File: src/rtl/alu_seq_if.sv
// Request/response bundle for alu_seq.
// master = decode/write-back side, slave = the unit.
interface alu_seq_if #(
  parameter int WIDTH = 16
) ();
  logic             i_valid;
  logic             o_ready;
  logic [3:0]       i_opcode;
  logic [WIDTH-1:0] i_data1;
  logic [WIDTH-1:0] i_data2;
  logic             o_valid;
  logic [WIDTH-1:0] o_data;
  logic [3:0]       o_flags;

  modport master (
    output i_valid, i_opcode, i_data1, i_data2,
    input  o_ready, o_valid, o_data, o_flags
  );

  modport slave (
    input  i_valid, i_opcode, i_data1, i_data2,
    output o_ready, o_valid, o_data, o_flags
  );
endinterface

File: src/rtl/alu_seq.sv
// Registered ALU with {N,Z,C,V} flags; ALU_SEQ_MUL_EN
// adds an iterative shift-add multiplier on opcode 9.
module alu_seq #(
  parameter int WIDTH = 16
) (
  input  logic       i_clk,
  input  logic       i_rst_n,
  alu_seq_if.slave   bus
);
  localparam int MSB = WIDTH - 1;

  logic [WIDTH-1:0] a, b;
  logic             accept;
  logic             ready;

  logic [WIDTH:0]   sum, dif;
  logic [WIDTH-1:0] res;
  logic             c, v;

  logic [WIDTH-1:0] data_q, data_d;
  logic [3:0]       flags_q, flags_d;
  logic             valid_q, valid_d;

  assign a      = bus.i_data1;
  assign b      = bus.i_data2;
  assign accept = bus.i_valid & ready;

  always_comb begin
    sum = {1'b0, a} + {1'b0, b};
    dif = {1'b0, a} - {1'b0, b};
    res = '0;
    c   = 1'b0;
    v   = 1'b0;
    case (bus.i_opcode)
      4'd0: begin
        res = sum[MSB:0];
        c   = sum[WIDTH];
        v   = (a[MSB] == b[MSB]) && (sum[MSB] != a[MSB]);
      end
      4'd1: begin
        res = dif[MSB:0];
        c   = dif[WIDTH];
        v   = (a[MSB] != b[MSB]) && (dif[MSB] != a[MSB]);
      end
      4'd2: res = a & b;
      4'd3: res = a | b;
      4'd4: res = a ^ b;
      // Shift amount is the whole of B; oversize shifts flush or sign-fill
      4'd5: res = a >> b;
      4'd6: res = a << b;
      4'd7: res = $unsigned($signed(a) >>> b);
      4'd8: res = a;
      default: res = '0;
    endcase
  end

`ifdef ALU_SEQ_MUL_EN
  localparam int CW = $clog2(WIDTH + 1);

  typedef enum logic {
    IDLE,
    MUL_BUSY
  } state_t;

  state_t             state_q, state_d;
  logic [2*WIDTH-1:0] mcand_q, mcand_d;
  logic [2*WIDTH-1:0] acc_q, acc_d;
  logic [WIDTH-1:0]   mplier_q, mplier_d;
  logic [CW-1:0]      cnt_q, cnt_d;

  assign ready = (state_q == IDLE);

  always_comb begin
    state_d  = state_q;
    mcand_d  = mcand_q;
    acc_d    = acc_q;
    mplier_d = mplier_q;
    cnt_d    = cnt_q;
    data_d   = data_q;
    flags_d  = flags_q;
    valid_d  = 1'b0;
    case (state_q)
      IDLE: begin
        if (accept) begin
          if (bus.i_opcode == 4'd9) begin
            mcand_d  = {{WIDTH{1'b0}}, a};
            mplier_d = b;
            acc_d    = '0;
            cnt_d    = CW'(WIDTH);
            state_d  = MUL_BUSY;
          end else begin
            data_d  = res;
            flags_d = {res[MSB], res == '0, c, v};
            valid_d = 1'b1;
          end
        end
      end
      MUL_BUSY: begin
        if (mplier_q[0]) acc_d = acc_q + mcand_q;
        mcand_d  = mcand_q << 1;
        mplier_d = mplier_q >> 1;
        cnt_d    = cnt_q - 1'b1;
        if (cnt_q == CW'(1)) begin
          data_d  = acc_d[MSB:0];
          flags_d = {acc_d[MSB], acc_d[MSB:0] == '0,
                     |acc_d[2*WIDTH-1:WIDTH], 1'b0};
          valid_d = 1'b1;
          state_d = IDLE;
        end
      end
      default: state_d = IDLE;
    endcase
  end

  always_ff @(posedge i_clk or negedge i_rst_n) begin
    if (!i_rst_n) begin
      state_q  <= IDLE;
      mcand_q  <= '0;
      acc_q    <= '0;
      mplier_q <= '0;
      cnt_q    <= '0;
    end else begin
      state_q  <= state_d;
      mcand_q  <= mcand_d;
      acc_q    <= acc_d;
      mplier_q <= mplier_d;
      cnt_q    <= cnt_d;
    end
  end
`else
  assign ready = 1'b1;

  always_comb begin
    data_d  = data_q;
    flags_d = flags_q;
    valid_d = accept;
    if (accept) begin
      data_d  = res;
      flags_d = {res[MSB], res == '0, c, v};
    end
  end
`endif

  always_ff @(posedge i_clk or negedge i_rst_n) begin
    if (!i_rst_n) begin
      data_q  <= '0;
      flags_q <= '0;
      valid_q <= 1'b0;
    end else begin
      data_q  <= data_d;
      flags_q <= flags_d;
      valid_q <= valid_d;
    end
  end

  assign bus.o_ready = ready;
  assign bus.o_valid = valid_q;
  assign bus.o_data  = data_q;
  assign bus.o_flags = flags_q;
endmodule

File: src/flat_wrapper.sv
// flat-port wrapper written by rule: the top's interface ports become plain ports
module alu_seq_flat 
#(
  parameter int WIDTH = 16
)
  (i_clk, i_rst_n, bus_i_valid, bus_i_opcode, bus_i_data1, bus_i_data2, bus_o_ready, bus_o_valid, bus_o_data, bus_o_flags);
  alu_seq_if #(.WIDTH(WIDTH)) bus_i ();
  input  logic i_clk;
  input  logic i_rst_n;
  input wire logic [$bits(bus_i.i_valid)-1:0] bus_i_valid;
  input wire logic [$bits(bus_i.i_opcode)-1:0] bus_i_opcode;
  input wire logic [$bits(bus_i.i_data1)-1:0] bus_i_data1;
  input wire logic [$bits(bus_i.i_data2)-1:0] bus_i_data2;
  output wire logic [$bits(bus_i.o_ready)-1:0] bus_o_ready;
  output wire logic [$bits(bus_i.o_valid)-1:0] bus_o_valid;
  output wire logic [$bits(bus_i.o_data)-1:0] bus_o_data;
  output wire logic [$bits(bus_i.o_flags)-1:0] bus_o_flags;
  assign bus_i.i_valid = bus_i_valid;
  assign bus_i.i_opcode = bus_i_opcode;
  assign bus_i.i_data1 = bus_i_data1;
  assign bus_i.i_data2 = bus_i_data2;
  assign bus_o_ready = bus_i.o_ready;
  assign bus_o_valid = bus_i.o_valid;
  assign bus_o_data = bus_i.o_data;
  assign bus_o_flags = bus_i.o_flags;
  alu_seq #(.WIDTH(WIDTH)) u_core (.i_clk(i_clk), .i_rst_n(i_rst_n), .bus(bus_i));
endmodule
File: config.mk
export PLATFORM = sky130hd
export DESIGN_NAME = alu_seq_flat
export DESIGN_NICKNAME = d
export VERILOG_FILES = /design/src/rtl/alu_seq_if.sv /design/src/rtl/alu_seq.sv /design/src/flat_wrapper.sv
export SDC_FILE = /design/constraint.sdc
export NUM_CORES = 1
export LEC_CHECK = 0
export ABC_AREA = 1
export BUFFER_PORTS_ARGS = -buffer_cell sky130_fd_sc_hd__buf_4
export CAP_MARGIN = 20
export CORE_MARGIN = 5
export CORE_UTILIZATION = 40
export CTS_CLUSTER_DIAMETER = 200
export DETAILED_ROUTE_END_ITERATION = 7
export GPL_TIMING_DRIVEN = 0
export PLACE_DENSITY = 0.65
export SLEW_MARGIN = 20
export SYNTH_ARGS = -nofsm -noshare
export SYNTH_HDL_FRONTEND = slang
export SYNTH_SLANG_ARGS = --single-unit
File: constraint.sdc
create_clock -name i_clk -period 2.1 [get_ports i_clk]
set_clock_uncertainty 0.15 [all_clocks]
set_input_delay 0.105 -clock i_clk [delete_from_list [all_inputs] [get_ports i_clk]]
set_output_delay 0.105 -clock i_clk [all_outputs]
set_load 0.01 [all_outputs]
---- After elaboration in Yosys (flattened, before gate mapping) ----
Index checks and enable logic that the tools add are counted.
storage, ports and cells
  bits in registers ....................... 21
  input bits .............................. 39
cells by class
  add/subtract/negate cells ............... 2
  eq/ne operators ......................... 12
  shift operators ......................... 3
  mux-type cells .......................... 3
  bitwise operators ....................... 3
  reduce and logical (&&, ||, !) cells .... 4
operator list
  operator                                                               count
  16-bit one-hot mux with 9 select lines                                 1
  16-bit by 16-bit adder with 17-bit output                              1
  16-bit by 16-bit subtractor with 17-bit output                         1
  16-bit bitwise AND                                                     1
  4-bit by 3-bit equality test with 1-bit output, second input constant  4
  16-bit zero test                                                       1
  16-bit bitwise OR                                                      1
  16-bit by 16-bit << shifter with 16-bit output                         1
  16-bit by 16-bit right shift with 16-bit output                        1
  16-bit by 16-bit >>> shifter with 16-bit output                        1
  16-bit XOR                                                             1
  4-bit by 2-bit equality test with 1-bit output, second input constant  2
  4-bit by 1-bit equality test with 1-bit output, second input constant  1
  4-bit equality test, second input constant                             1
  4-bit zero test                                                        1
  1-bit one-hot mux with 2 select lines                                  2
  1-bit != test                                                          3
  1-bit logical AND                                                      2
  1-bit equality test                                                    1

---- Longest topological paths before layout ----
  depth in word-level cells ............... 4
  mapped depth ............................ 21

---- Worst setup path before layout ----
No wires, ideal clock.
  kind .................................... input to register
  start ................................... in bus_i_data2[3]
  end ..................................... reg u_core.flags_q[2], in the netlist u_core.bus.o_flags[2]
  setup time .............................. 0.066 ns
  arrival ................................. 2.263 ns
  data required time ...................... 1.884 ns
  setup slack ............................. -0.378 ns
  cell stages on the path ................. 20
  path through ............................ buf_2 inv_1 clkbuf_1 ha_1 inv_2 nand3_1 nand2_1 nand3_1 nand2_1 nand2_1 nand2_1 a21o_1 a21oi_1 o21ai_1 nand2_1 nor2_1 nand3_1 nor2_1 nand2_1 nand2_1
on the way
  word-level cells in the longest chain between the ends .. 3
RTL lines
  item                                                                    line                RTL
  start, declared                                                         flat_wrapper.sv:13  input wire logic [$bits(bus_i.i_data2)-1:0] bus_i_data2;
  16-bit by 16-bit subtractor with 17-bit output (tied with other cells)  alu_seq.sv:30       dif = {1'b0, a} - {1'b0, b};
  16-bit one-hot mux with 9 select lines (*)                              alu_seq.sv:34       case (bus.i_opcode)
  16-bit zero test (*)                                                    alu_seq.sv:139      flags_d = {res[MSB], res == '0, c, v};
  end signal, assigned                                                    alu_seq.sv:151      flags_q <= flags_d;
  end, declared                                                           alu_seq.sv:21       logic [3:0] flags_q, flags_d;
Every way passes the cells marked *; elsewhere a longest branch is shown, timed or not.
A chain may end at the register's enable or synchronous reset.

---- Worst setup path in the final report ----
  start ................................... in bus_i_data1[0]
  end ..................................... reg u_core.flags_q[2], in the netlist u_core.bus.o_flags[2]
on the way
  word-level cells in the longest chain between the ends .. 3
RTL lines
  item                                                                    line                RTL
  start, declared                                                         flat_wrapper.sv:12  input wire logic [$bits(bus_i.i_data1)-1:0] bus_i_data1;
  16-bit by 16-bit subtractor with 17-bit output (tied with other cells)  alu_seq.sv:30
  16-bit one-hot mux with 9 select lines (*)                              alu_seq.sv:34
  16-bit zero test (*)                                                    alu_seq.sv:139
Marked as above.

==> impl_metrics.env <==
export IMPL_drive_above_1_share_pct=25.7
export IMPL_slew_viol_final=0
export IMPL_cts_root_buf="clkbuf_16"
export IMPL_via_per_inst=5.86
export IMPL_cp_max_fo=4
export IMPL_crit_required_ns=2.14
export IMPL_path_clk_slew_ns=0.05
export IMPL_p_per_area_nw_per_um2=340
export IMPL_synth_seq_cells=20
export IMPL_synthDominantCellAreaShare_pct=20.4
export IMPL_wl_per_cell_um=18.5
export IMPL_reg2reg_to="u_core.bus.o_flags[0]"
export IMPL_ys_warnings_count=0
export IMPL_final_cells=1207
export IMPL_synth_largest_area_cell="nand2_1"
export IMPL_path_cells="buf_12 -> inv_6 -> ha_4 -> fa_2 -> inv_2 -> nand3_2 -> nand2_2 -> a21oi_2 -> buf_4 -> nand3_1 -> nand4_1 -> a21oi_2 -> nand2_1 -> nor2_1 -> nand3_1 -> nor2_2 -> nand2_1 -> nand2_1"
export IMPL_end_kind="flop"
export IMPL_die_w_um=124
export IMPL_postPlaceCellArea_um2=5950
export IMPL_synth_cell_types=45
export IMPL_relSlewSlack_pct=60.6
export IMPL_syn_nets=1031
export IMPL_finalHoldViolCount=0
export IMPL_rsz0062_at_grt="yes"
export IMPL_fin_crit_ns=2.26
export IMPL_drt_iter0_markers=755
export IMPL_worstHoldPathType="in2async"
export IMPL_htreeDepth=1
export IMPL_grt_max_degree=21
export IMPL_drc=0
export IMPL_critical_path_arrival_ns=2.30
export IMPL_leakage_nw=3.47
export IMPL_tns_ns=-0.258
export IMPL_fin_area_um2=6850
export IMPL_critPathSlowestCell="fa_2"
export IMPL_min_period_over_period_pct=108
export IMPL_coreArea_um2=12700
export IMPL_hpwl_um=17400
export IMPL_grt_pass1_vias=6405
export IMPL_layout_nets=1126
export IMPL_syn_area_per_cell_um2=5.51
export IMPL_clkSinkCount=20
export IMPL_drv_cap=0
export IMPL_critical_path_top_delay_family="simple AND/OR/NAND/NOR gates"
export IMPL_p_total_mw=2.33
export IMPL_critPathLaunchType="input pin"
export IMPL_grt_usage_pct=28.1
export IMPL_status="finished, violations left"
export IMPL_ys_async_sr_fraction_pct=100
export IMPL_ioPinCount=61
export IMPL_vdd_ir_drop_max_mv=0.342
export IMPL_antenna_found_initial=0
export IMPL_clock_path_buffers=2
export IMPL_r2r_start="u_core.bus.o_flags[0]"
export IMPL_path_class="in2reg"
export IMPL_initial_core_util_pct=41.0
export IMPL_num_antenna_cells=0
export IMPL_fin_hold_ws_ns=0.114
export IMPL_violations="setup timing"
export IMPL_fmax_mhz=443
export IMPL_cts_tree="done"
export IMPL_grt_pass1_wl_um=33800
export IMPL_synth_area_um2=5190
export IMPL_cp_slowest_stage_delay_ns=0.39
export IMPL_cpMostUsedCell="nand2_1"
export IMPL_synth_seq_area_share_pct=9.63
export IMPL_synth_most_common_cell="nand2_1"
export IMPL_synth_edf_count=0
export IMPL_num_rows=41
export IMPL_syn_inst=942
export IMPL_worst_slack_ns=-0.158
export IMPL_reg2reg_depth=2
export IMPL_area_delta_synth_final_pct=31.8
export IMPL_r2r_setup_slack_ns=1.28
export IMPL_clk_latency_ns=0.25
export IMPL_drt_pass1_iter_count=7
export IMPL_overflow=0
export IMPL_placed_cells=1172
export IMPL_io_buffers=58
export IMPL_synth_flop_cell="dfrtp_1"
export IMPL_path_buf_inv=4
export IMPL_cts_buffers=3
export IMPL_fp_dieH_um=124
export IMPL_setup_viol=2
export IMPL_wl_um=22300
export IMPL_place_gp_congestion=1.00
export IMPL_tightestPinTransition_ns=0.589
export IMPL_synth_area_leaders="nand2_1, nand3_1, ha_1, dfrtp_1, inv_1"
export IMPL_dr_total_vias=7067
export IMPL_yosys_top_cells_count="nand2_1, nand3_1, inv_1"
export IMPL_dieArea_um2=15400
export IMPL_ant_nets=0
==> cell families after synthesis <==
group | after synthesis | share of synthesized area (%)
flops | 20 | 9.63
buf+inv | 139 | 11.4
other cells | 1 | 0.0722
compound gates | 171 | 19.1
fa+ha+maj | 50 | 12.3
xor+xnor | 2 | 0.337
simple gates | 559 | 47.1
==> layout make-up <==
type | count | area, µm²
buffer | 34 | 254
clock buffer | 3 | 75.1
sequential | 20 | 500
fill | 1383 | 5820
inverter | 103 | 445
timing repair buffer | 92 | 733
multi-input combinational | 783 | 4630
tap | 172 | 215
==> through the flow <==
step | setup WS [ns] | util, %
3_3_place_gp | -0.799 | 47.0
3_5_place_dp | -0.835 | 47.0
6_report | -0.158 | 54.1
2_1_floorplan | -0.0174 | -
4_1_cts | -0.225 | 50.0
5_1_grt | -0.315 | 54.1
==> worst reg2reg max path, delay by kind of cell, from the launching register on <==
family | cells | cell delay (ns)
compound gates | 1 | 0.05
simple gates | 1 | 0.11
flops | 1 | 0.38
==> registers in the layout (all words and copies together) (netlist names) <==
signal / count
u_core.bus.o_data: 15
u_core.bus.o_valid: 1
u_core.bus.o_flags: 4
==> routing by layer <==
metal / routed length, µm / part of all wire (%) / track usage [%]
met5: 0 / 0 / 0
met4: 1150 / 5.1 / 12.5
met1: 9160 / 41 / 37.0
met3: 2060 / 9.2 / 4.72
met2: 9920 / 45 / 45.3
==> what timing repair did <==
| action | 4_1_cts | 5_1_grt |
|---|---|---|
| endpoints found under the setup margin | 15 | 19 |
| buffers inserted | 11 | 19 |
| hold endpoints to repair | 21 | 0 |
| resized for setup | 57 | 115 |
| pin swaps | 20 | 52 |
| hold buffers | 2 | 0 |
| cloned | 0 | 2 |
==> where the power goes <==
part	leakage, nW	switching [mW]	total [mW]	internal [mW]
sequential	0.256	0.0266	0.457	0.431
combinational	3.18	0.924	1.48	0.561
clock	0.0370	0.132	0.383	0.251
total	3.47	1.08	2.33	1.24
==> cells in the final DEF (no fill, tap or decap), types with 3 or more instances in the layout <==
cell type / n
ha_1: 39
buf_1: 4
nor3_4: 3
nor2_1: 68
o21ai_0: 27
a21o_1: 4
a221oi_1: 4
inv_8: 4
nand2_1: 263
a21oi_2: 14
buf_6: 5
nand4_1: 23
o21ai_1: 17
nor2_2: 12
nor2_4: 8
clkbuf_1: 4
dfrtp_1: 20
buf_4: 93
nor3_2: 4
a21oi_1: 48
nand3_1: 132
ha_4: 7
buf_12: 4
buf_8: 3
inv_2: 17
buf_2: 10
o211ai_1: 6
inv_1: 74
clkbuf_16: 3
o22ai_1: 13
a21oi_4: 5
a31oi_1: 7
nand2_2: 21
o21ai_2: 11
nand3_2: 17
==> worst max path at each step <==
stage / start / end / slack [ns] / cells after the start
6_report: bus_i_data1[0] / u_core.bus.o_flags[2] / -0.16 / 18
5_1_grt: bus_i_data1[0] / u_core.bus.o_flags[2] / -0.32 / 20
4_1_cts: bus_i_data2[3] / u_core.bus.o_flags[2] / -0.22 / 19
3_5_place_dp: bus_i_data2[1] / u_core.bus.o_flags[2] / -0.83 / 13
3_3_place_gp: bus_i_data2[1] / u_core.bus.o_flags[2] / -0.80 / 13
2_1_floorplan: bus_i_data2[3] / u_core.bus.o_flags[2] / -0.02 / 19
Power figures use the tool's default switching activity.
